<file path="src/rtl/trafficlight_monitor.sv">
// Safety monitor and lamp driver behind the traffic-light controller: checks the
// sampled lights for illegal pairs, bad phase order and over-long phases, then drives the lamps.
module trafficlight_monitor #(
    parameter int max_phase = 15
) (
    input  logic       clk_seconds,
    input  logic       reset,
    input  logic [2:0] main_lights,
    input  logic [2:0] sec_lights,
    output logic [2:0] main_out,
    output logic [2:0] sec_out,
    output logic [1:0] phase,
    output logic [4:0] elapsed,
    output logic       fault,
    output logic [1:0] fault_code
);

    localparam logic [2:0] green  = 3'b001;
    localparam logic [2:0] yellow = 3'b010;
    localparam logic [2:0] red    = 3'b100;
    localparam logic [4:0] max_elapsed = 5'(max_phase);

    logic       legal;
    logic [1:0] decoded;
    logic [1:0] new_code;
    logic       seen;
    logic       blink;

    always_comb begin
        legal   = 1'b1;
        decoded = 2'd0;
        case ({main_lights, sec_lights})
            {green,  red}:    decoded = 2'd0;
            {yellow, red}:    decoded = 2'd1;
            {red,    green}:  decoded = 2'd2;
            {red,    yellow}: decoded = 2'd3;
            default:          legal   = 1'b0;
        endcase
    end

    // Checks in priority order; the first sample after reset skips the sequence check.
    always_comb begin
        new_code = 2'd0;
        if (!legal) begin
            new_code = 2'd1;
        end else if (seen) begin
            if (decoded == phase) begin
                if (elapsed == max_elapsed) new_code = 2'd3;
            end else if (decoded != phase + 2'd1) begin
                new_code = 2'd2;
            end
        end
    end

    always_ff @(posedge clk_seconds or posedge reset) begin
        if (reset) begin
            main_out   <= red;
            sec_out    <= red;
            phase      <= 2'd0;
            elapsed    <= 5'd0;
            fault      <= 1'b0;
            fault_code <= 2'd0;
            seen       <= 1'b0;
            blink      <= 1'b0;
        end else if (fault) begin
            // Frozen state; only the flashing red keeps running.
            main_out <= blink ? 3'b000 : red;
            sec_out  <= blink ? 3'b000 : red;
            blink    <= ~blink;
        end else if (new_code != 2'd0) begin
            fault      <= 1'b1;
            fault_code <= new_code;
            main_out   <= red;
            sec_out    <= red;
            blink      <= 1'b1;
        end else begin
            main_out <= main_lights;
            sec_out  <= sec_lights;
            if (!seen) begin
                phase   <= decoded;
                elapsed <= 5'd0;
                seen    <= 1'b1;
            end else if (decoded == phase) begin
                elapsed <= elapsed + 5'd1;
            end else begin
                phase   <= decoded;
                elapsed <= 5'd0;
            end
        end
    end

endmodule
</file>
<file path="config.mk">
export PLATFORM = sky130hd
export DESIGN_NAME = trafficlight_monitor
export DESIGN_NICKNAME = d
export VERILOG_FILES = /design/src/rtl/trafficlight_monitor.sv
export SDC_FILE = /design/constraint.sdc
export NUM_CORES = 1
export LEC_CHECK = 0
export CORE_UTILIZATION = 39
export CTS_CLUSTER_SIZE = 25
export DETAILED_ROUTE_END_ITERATION = 16
export GPL_ROUTABILITY_DRIVEN = 0
export PLACE_DENSITY_LB_ADDON = 0.08
export SLEW_MARGIN = 40
export SYNTH_ARGS = -nofsm -noshare
export SYNTH_HDL_FRONTEND = slang
export SYNTH_SLANG_ARGS = --single-unit
</file>
<file path="constraint.sdc">
create_clock -name clk_seconds -period 5.74 [get_ports clk_seconds]
set_input_delay 1.148 -clock clk_seconds [delete_from_list [all_inputs] [get_ports clk_seconds]]
set_output_delay 1.148 -clock clk_seconds [all_outputs]
set_load 0.005 [all_outputs]
</file>
==> impl_results.md, run 1 <==
* Placed cell areas at 0.00124 mm²
* Clock Tree Root: clkbuf_4
* CP required at 5.91 ns
* Most common cell after layout, fill and taps aside: clkdlybuf4s50_1
* Chip width at 52.8 µm
* Setup bufs post-CTS at 0
* Syn avg cell area at 10.8 µm²
* Clock Tree Buf Depth at 2
* Final Cycle Share at 64.4%
* Vias at 776
* Dominant cell type by area after synthesis: dfrtp_1
* Hold Crit Class: reg -> reg
* Syn Inst Count at 93
* Grt ovf at 0
* First-pass GRT wire length at 3310 µm
* Leakage power at 0.533 nW
* Crit. End Element: flip-flop
* Wire length on met2 at 927 µm
* Initial Utilization at 41.0%
* Max incr delay on CP at 0.67 ns
* Clk sinks at 18
* Synth warn at 0
* Io pins at 24
* Critical path cell sequence: clkdlybuf4s50_1 -> and4bb_2 -> o21ai_0 -> a22oi_1 -> a221oi_4 -> mux2_2
* # DRC at 0
* Status: complete, no violations
* Period minus WS final at 3.70 ns
* Final setup violation count at 0
* Initial antenna violation count at 0
* FF/Latch Area at 453 µm²
* Synthesized net count at 103
* CP max FO at 14
* CTS tree: yes
* Antenna Cells at 0
* Port-buffer cells at 23
* RSZ-0062 raised after global routing: false
* Largest family of logic cells by synthesized area: simple AND/OR/NAND/NOR gates
* CP Launch Type: input port
* GR Util All Layers at 16.6%
* DR WL/cell at 13.6 µm
* FMAX at 270 MHz
* Post-route cell area at 0.00127 mm²
* Total Nets Final at 126
* WP data arrival at 3.87 ns
* Fillers at 233
* Hold WS at 0.505 ns
* Htree depth at 1
* Synthesized cell area at 0.00101 mm²
* EDFF count, synth at 0
* Initial DRC Count at 12
* Die area at 0.00279 mm²
* Post-Synth Adder-Cell Area at 3.48%
* Post-synth top flop: dfrtp_1
* Core ar. at 0.00245 mm²
* Final core utilization at 51.6%
* Gates resized, CTS repair at 0
* Via/cell ratio at 5.35
* Post-route worst setup slack at 2.04 ns
* Share of the synthesized area in the top cell type at 39.8%
* Die span in y at 52.8 µm
* Met3 routed wirelength at 75 µm
* Worst slew pin tran at 0.685 ns
* Commonest cells after routing, fill and taps aside: clkdlybuf4s50_1, dfrtp_1, inv_1, o21ai_0, a21oi_1
* Xor and xnor area share after synthesis at 2.61%
* Worst-case clock skew at 0.0141 ns
* Fin. Hold Viols at 0
* Synth Register Bits at 18
* Final slew viol count at 0
* Number of global-route vias before repair at 734
* Mux share of post-synthesis cell area at 5.22%
* Max VDD drop at 0.000105 V
* Yosys cell types at 40
* Setup TNS at 0 ns
* Place WS at 1.75 ns
* CTS buffer count at 3
* Simple-gate share of the synthesized area at 20.4%
* Compound-Gate Fraction of Synth Area at 17.0%
* Ys async rst share at 100%
* Max Cap Viol at 0
* Power Density at 177 mW/mm²
* Reg clk slew, reported paths at 0.09 ns
* Total wire length at 1970 µm
* Slowest CP cell: a221oi_4
* Area occupied by multi-input gates at 490 µm²
* Area Overhead vs Synth at 25.8%
* Synth top area cells: dfrtp_1, dfstp_2, mux2i_1
* Sequential share of the synthesized area at 45.0%
* Post-route ant nets at 0
* Max transition margin at 54.3%
* DRT Pass-1 Iters at 4
* Crit path kind: in -> reg
* Largest net degree at the start of global routing at 19
* Highest metal used: met4
* Detailed Place HPWL at 1490 µm
* M1 wire length at 955 µm
* Clk_lat worst skew at 0.29 ns
* Hold Buf Count CTS at 0
* FP Rows at 18
* Proportion of layout cells with a drive suffix above 1 at 12.2%
per-stage QoR:
step / cells / total power [mW]
2_1_floorplan: 93 / 0.149
3_3_place_gp: 141 / 0.162
3_5_place_dp: 141 / 0.162
4_1_cts: 145 / 0.227
5_1_grt: 145 / 0.236
6_report: 145 / 0.224
area by class of cell:
cell class	count	share of cell area [%]
Clock buffer	4	2.07
Inverter	8	2.37
Multi-Input combinational cell	62	38.7
Sequential cell	18	35.7
Tap cell	30	2.96
Timing Repair Buffer	23	18.2
synth_stat cells, types with 2 or more instances:
cell / count
a21oi_1: 5
a22oi_1: 4
and2_1: 4
buf_6: 2
clkbuf_1: 3
dfrtp_1: 16
dfstp_2: 2
ha_1: 2
inv_1: 8
mux2_2: 2
mux2i_1: 3
nand2_1: 2
nand3_1: 2
nand3b_1: 2
nor2_1: 2
nor3b_1: 3
nor4b_1: 2
o21ai_0: 5
o22ai_1: 2
xor2_1: 2
cells by family (layout without fill, tap and decap cells):
| logic type | Yosys count | count (layout) |
|---|---|---|
| simple gates | 28 | 28 |
| compound gates | 23 | 23 |
| flops | 18 | 18 |
| buf+inv | 13 | 35 |
| mux | 5 | 5 |
| fa+ha+maj | 3 | 3 |
| xor+xnor | 3 | 3 |
routing by layer:
layer  vias to the layer above  global-route usage, %
met2                        20                   27.8
met1                       374                   20.4
met4                         0                   5.26
met3                         2                   4.35
li1                        380                      -
met5                         -                      0
worst paths after layout:
| path | cells after the start | slack [ns] | from | to |
|---|---|---|---|---|
| max reg2reg | 6 | 3.12 | elapsed[0]$_DFFE_PP0P_ | phase[1]$_DFFE_PP0P_ |
| min in group asynchronous | 2 | 1.25 | reset | elapsed[1]$_DFFE_PP0P_ |
| max | 6 | 2.04 | sec_lights[1] | phase[1]$_DFFE_PP0P_ |
| max in group asynchronous | 2 | 4.05 | reset | main_out[1]$_DFF_PP0_ |
| min | 1 | 0.50 | blink$_DFFE_PP0P_ | sec_out[2]$_DFF_PP1_ |
| min reg2reg | 1 | 0.50 | blink$_DFFE_PP0P_ | sec_out[2]$_DFF_PP1_ |
sequential cells by signal, indices dropped and copies added, names as in the netlist:
signal      cells
blink           1
elapsed         5
fault           1
fault_code      2
main_out        3
phase           2
sec_out         3
seen            1
worst max-delay path, delay by kind of cell:
family          cells  cell delay (ns)
compound gates      3             1.43
buf+inv             1             0.63
mux                 1             0.40
simple gates        1             0.26
power by group:
part	leakage (nW)	switching (mW)	total [mW]	internal [mW]
combinational	0.300	0.0124	0.0267	0.0143
sequential	0.219	0.00250	0.133	0.131
clock	0.0150	0.0376	0.0645	0.0269
total	0.533	0.0525	0.224	0.172
No activity file was read; power rests on OpenSTA's default activity.
==> run 2, diff against run 1 <==
- clock period: 5.74 -> 3.8 ns (I/O delays scaled with it)
==> run 2 against run 1 <==
  * Sequential share of layout area is 0.49 points lower
  * Largest cell class unchanged
  * Die area unchanged
  * Utilization is 0.71 points higher
  * Critical endpoint unchanged
  * Largest power group unchanged
  * Worst setup slack lost 1.3 ns
  * Routed wire length rose by 1.5%
  * Clock power up 81%
  * First-iteration DRC count fell by 58%
  * Clock skew shrank 0.0079 ns
  * Non-clock buffer count is 1 higher
==> impl_results.md, run 2 (synthesis results as in run 1) <==
* Status: complete, no violations
* Pint at 0.277 mW (+61%)
* CP max FO at 9 (-5)
* Initial antenna violation count at 0 (unchanged)
* Clk_lat worst skew at 0.29 ns (about the same)
* FMAX at 323 MHz
* DRT Pass-1 Iters at 4 (unchanged)
* Place WS at 0.395 ns (-1.35 ns)
* Commonest cells after routing, fill and taps aside: clkdlybuf4s50_1, dfrtp_1, inv_1, o21ai_0, a21oi_1
* Post-route worst setup slack at 0.703 ns (-1.34 ns)
* Clock share of power at 32.7% (+3.9 points)
* Hold Crit Class: reg -> reg
* Area occupied by multi-input gates at 490 µm² (unchanged)
* First-pass GRT wire length at 3280 µm (-1.1%)
* Die span in y at 52.8 µm (unchanged)
* Gates resized, CTS repair at 0 (unchanged)
* Chip width at 52.8 µm (unchanged)
* Fin. Hold Viols at 0 (unchanged)
* Worst-case clock skew at 0.00619 ns (-0.00793 ns)
* RSZ-0062 raised after global routing: false
* Total wire length at 2000 µm (+1.5%)
* Flop pwr share at 56.0% (-3.3 points)
* Max VDD drop at 0.000204 V (+94%)
* GR Util All Layers at 16.6% (about the same)
* Crit. End Element: flip-flop
* Final Non-Filler Cells at 146 (+0.69%)
* Core ar. at 0.00245 mm² (unchanged)
* Die area at 0.00279 mm² (unchanged)
* Largest net degree at the start of global routing at 19 (unchanged)
* # DRC at 0 (unchanged)
* Number of global-route vias before repair at 729 (-0.68%)
* Clk sinks at 18 (unchanged)
* Area Overhead vs Synth at 27.6%
* Reg clk slew, reported paths at 0.10 ns (about the same)
* Leakage power at 0.545 nW (+2.1%)
* Post-route ant nets at 0 (unchanged)
* CP required at 3.98 ns (-1.93 ns)
* Switching power total at 0.0813 mW (+55%)
* Detailed Place HPWL at 1510 µm (+1.6%)
* Most common cell after layout, fill and taps aside: clkdlybuf4s50_1
* DR WL/cell at 13.7 µm (+0.83%)
* Initial DRC Count at 5 (-7)
* Proportion of layout cells with a drive suffix above 1 at 13.8% (+1.6 points)
* Max reg flops at 5 (unchanged)
* FF/Latch Area at 453 µm² (unchanged)
* Power Density at 279 mW/mm² (+58%)
* Post-route cell area at 0.00128 mm² (+1.4%)
* Clock Tree Buf Depth at 2 (unchanged)
* Largest regs: elapsed (5), main_out (3), sec_out (3)
* CP Launch Type: input port
* CTS tree: yes
* Max transition margin at 55.0% (+0.69 points)
* Hold Buf Count CTS at 0 (unchanged)
* Switching share of total power at 22.7% (-0.74 points)
* FP Rows at 18 (unchanged)
* Placed Cells at 142 (+0.71%)
* Max Cap Viol at 0 (unchanged)
* Initial Utilization at 41.0% (unchanged)
* WP data arrival at 3.28 ns (-0.59 ns)
* Placed cell areas at 0.00125 mm² (+0.61%)
* Fillers at 227 (-2.6%)
* Grt ovf at 0 (unchanged)
* Final Cycle Share at 81.5%
* CTS buffer count at 3 (unchanged)
* Port-buffer cells at 23 (unchanged)
* Final slew viol count at 0 (unchanged)
* Via/cell ratio at 5.28 (-1.3%)
* Final setup violation count at 0 (unchanged)
* Htree depth at 1 (unchanged)
* Io pins at 24 (unchanged)
* Total Nets Final at 127 (+0.79%)
* Largest Register: elapsed
* Pwr Total at 0.358 mW (+60%)
* Setup TNS at 0 ns (unchanged)
* Antenna Cells at 0 (unchanged)
* Final core utilization at 52.3% (+0.71 points)
* Vias at 771 (-0.64%)
* Hold WS at 0.492 ns (-0.0130 ns)
* Worst slew pin tran at 0.674 ns (-0.0103 ns)
* Setup bufs post-CTS at 0 (unchanged)
* Gate power share at 11.2% (-0.7 points)
* Crit path kind: in -> reg
* Clock Tree Root: clkbuf_4
* Period minus WS final at 3.10 ns
run 2: cell types whose count changed in the layout (fill, tap and decap cells not counted), sizes merged:
cell	previous run	this run
buf	0	1
run 2: metal layers:
layer  track usage [%]  share of wire, %  vias up
met5                 0                 0        -
met4              8.77              0.95        0
met3              4.06               3.6        2
met2              26.2                48       16
met1              20.6                47      368
li1                  -                 -      385
run 2: area by class of cell:
type                    count  area share [%]
multi-input cells          62            38.2
flip-flops and latches     18            35.2
repair buffers             24            18.5
well taps                  30            2.92
clock buffers               4            2.82
inverters                   8            2.34
run 2: worst paths after layout:
path,slack (ns),end,depth (start not counted),start
min,0.49,main_out[2]$_DFF_PP1_,1,blink$_DFFE_PP0P_
min reg2reg,0.49,main_out[2]$_DFF_PP1_,1,blink$_DFFE_PP0P_
max reg2reg,1.37,phase[1]$_DFFE_PP0P_,6,elapsed[1]$_DFFE_PP0P_
max in group asynchronous,2.51,sec_out[1]$_DFF_PP0_,2,reset
min in group asynchronous,0.86,elapsed[0]$_DFFE_PP0P_,2,reset
max,0.70,phase[1]$_DFFE_PP0P_,6,sec_lights[1]
run 2: power groups by stage:
stage | registers [mW] | clock network, mW | logic, mW
after CTS | 0.201 | 0.125 | 0.0408
after global routing | 0.201 | 0.127 | 0.0453
after detailed placement | 0.205 | 0 | 0.0406
after floorplan | 0.204 | 0 | 0.0210
final | 0.201 | 0.117 | 0.0402
after global placement | 0.204 | 0 | 0.0405
run 2: worst max-delay path, stage by stage:
cell             delay [ns]
clkdlybuf4s50_1        0.62
and4bb_2               0.26
o21ai_0                0.50
a22oi_1                0.24
a221oi_4               0.51
mux2_2                 0.38
==> run 3, diff against run 2 <==
- clock period: 3.8 -> 3.2 ns (I/O delays scaled with it)
==> run 3 against run 2 <==
  * Combinational power increased by 32%
  * First-iteration DRC count is 120% higher
  * Global-route usage grew 2.1 points
  * Utilization grew 1.7 points
  * Worst setup slack worse by 0.38 ns
  * Non-clock buffer count rose by 7
  * Die area unchanged
  * Design area increased by 3.3%
  * Clock skew is 0.0049 ns lower
  * Sequential cell count did not move
  * Largest cell class unchanged
==> impl_results.md, run 3 (synthesis results as in run 1) <==
* Initial Utilization at 41.0% (unchanged)
* FP Rows at 18 (unchanged)
* Via/cell ratio at 5.35 (+1.2%)
* Worst slew pin tran at 0.670 ns (-0.00408 ns)
* Max transition margin at 55.3% (+0.27 points)
* Largest net degree at the start of global routing at 19 (unchanged)
* Post-route cell area at 0.00133 mm² (+3.3%)
* Max VDD drop at 0.000236 V (+16%)
* Clk_lat worst skew at 0.29 ns (about the same)
* Status: complete, no violations
* CTS buffer count at 3 (unchanged)
* Post-route ant nets at 0 (unchanged)
* FF-to-FF setup slack at 0.82 ns (-0.55 ns)
* Setup TNS at 0 ns (unchanged)
* # DRC at 0 (unchanged)
* Io pins at 24 (unchanged)
* Vias at 818 (+6.1%)
* CTS tree: yes
* Die span in y at 52.8 µm (unchanged)
* Die area at 0.00279 mm² (unchanged)
* Clock Tree Buf Depth at 2 (unchanged)
* First-pass GRT wire length at 3640 µm (+11%)
* Detailed Place HPWL at 1590 µm (+5.1%)
* Leakage power at 0.572 nW (+5.0%)
* Critical R2R Launch: elapsed[0]$_DFFE_PP0P_
* Hold Buf Count CTS at 0 (unchanged)
* Final Cycle Share at 89.9%
* Setup bufs post-CTS at 0 (unchanged)
* Reg clk slew, reported paths at 0.11 ns (about the same)
* Final setup violation count at 0 (unchanged)
* Proportion of layout cells with a drive suffix above 1 at 17.9% (+4.1 points)
* Family with the most delay on the worst path: simple AND/OR/NAND/NOR gates
* DRT Pass-1 Iters at 4 (unchanged)
* Fin. Hold Viols at 0 (unchanged)
* DR WL/cell at 13.9 µm (+1.3%)
* Port-buffer cells at 23 (unchanged)
* Hold Crit Endpoint: sec_out[2]$_DFF_PP1_
* Clk sinks at 18 (unchanged)
* Initial antenna violation count at 0 (unchanged)
* FF-to-FF End: elapsed[4]$_DFFE_PP0P_
* Core ar. at 0.00245 mm² (unchanged)
* Chip width at 52.8 µm (unchanged)
* Worst-case clock skew at 0.00126 ns (-0.00493 ns)
* Worst-case reg-to-reg path depth at 7 (+1)
* Placed cell areas at 0.00130 mm² (+4.2%)
* Number of global-route vias before repair at 786 (+7.8%)
* Crit path kind: in -> reg
* Max Cap Viol at 0 (unchanged)
* Htree depth at 1 (unchanged)
* Max incr delay on CP at 0.58 ns (-0.04 ns)
* Most common cell after layout, fill and taps aside: clkdlybuf4s50_1
* Final slew viol count at 0 (unchanged)
* Area Overhead vs Synth at 31.8%
* Clock Tree Root: clkbuf_4
* CP max FO at 9 (unchanged)
* Critical path cell sequence: clkdlybuf4s50_1 -> or4b_1 -> or3_4 -> and3_4 -> a221oi_4 -> buf_4 -> mux2i_1
* Commonest cells after routing, fill and taps aside: clkdlybuf4s50_1, dfrtp_1, inv_1, buf_4
* FMAX at 348 MHz
* CP bufs+invs at 2 (+1)
* Gates resized, CTS repair at 0 (unchanged)
* Crit. End Element: flip-flop
* Period minus WS final at 2.88 ns
* RSZ-0062 raised after global routing: false
* Hold Crit Class: reg -> reg
* Total wire length at 2130 µm (+6.1%)
* Largest regs: elapsed (5), main_out (3), sec_out (3)
* Total Nets Final at 134 (+5.5%)
* Initial DRC Count at 11 (+6)
* Max reg flops at 5 (unchanged)
* Grt ovf at 0 (unchanged)
* Crit path launch: main_lights[2]
* CP required at 3.42 ns (-0.56 ns)
* Hold depth at 1 (unchanged)
* GR Util All Layers at 18.7% (+2.1 points)
* WP data arrival at 3.09 ns (-0.19 ns)
* Largest Register: elapsed
* Slowest CP cell: clkdlybuf4s50_1
* Worst hold start: blink$_DFFE_PP0P_
* Antenna Cells at 0 (unchanged)
* CP Launch Type: input port
* Power Density at 312 mW/mm² (+12%)
run 3: cell count changes in the layout (fill, tap and decap cells not counted):
cell	previous run	this run
buf_4	1	8
clkbuf_1	0	1
clkbuf_8	1	0
run 3: layout make-up:
cell class,count,area (µm²)
Fill cell,232,1130
Multi-Input combinational cell,62,490
Sequential cell,18,453
Timing Repair Buffer,31,290
Tap cell,30,37.5
Inverter,8,30.0
Clock buffer,4,26.3
run 3: power by group:
part	leakage (nW)	internal, mW	switching (mW)
clock network	0.0150	0.0485	0.0734
registers	0.219	0.234	0.00433
logic	0.338	0.0295	0.0237
run 3: layer usage:
layer	routed length, µm	vias to the layer above	track usage (%)
li1	-	401	-
met1	1010	399	22.3
met2	1030	16	32.1
met3	70	2	4.64
met4	19	0	6.58
met5	0	-	0
run 3: per-stage QoR:
stage | utilization, % | power [mW] | setup WS (ns) | hold slack (ns) | std cells
CTS | 54.1 | 0.419 | 0.312 | 0.500 | 153
finish | 54.1 | 0.414 | 0.324 | 0.499 | 153
floorplan | - | 0.268 | 0.533 | 0.451 | 93
global route | 54.1 | 0.434 | 0.238 | 0.534 | 153
detailed placement | 53.0 | 0.296 | 0.0272 | 0.484 | 149
global placement | 53.0 | 0.295 | 0.130 | 0.463 | 149
run 3: how the worst max path moves through the flow:
stage	endpoint	slack, ns	cells past startpoint
2_1_floorplan	elapsed[1]$_DFFE_PP0P_	0.53	6
3_3_place_gp	elapsed[1]$_DFFE_PP0P_	0.13	6
3_5_place_dp	elapsed[4]$_DFFE_PP0P_	0.03	7
4_1_cts	elapsed[4]$_DFFE_PP0P_	0.31	7
5_1_grt	elapsed[4]$_DFFE_PP0P_	0.24	7
6_report	elapsed[4]$_DFFE_PP0P_	0.32	7
run 3: worst register-to-register path, cell delays in order, from the launching register on:
cell	delay, ns
dfrtp_1	0.44
ha_1	0.24
and3_1	0.20
ha_1	0.23
maj3_1	0.42
a221oi_4	0.35
buf_4	0.23
mux2i_1	0.21
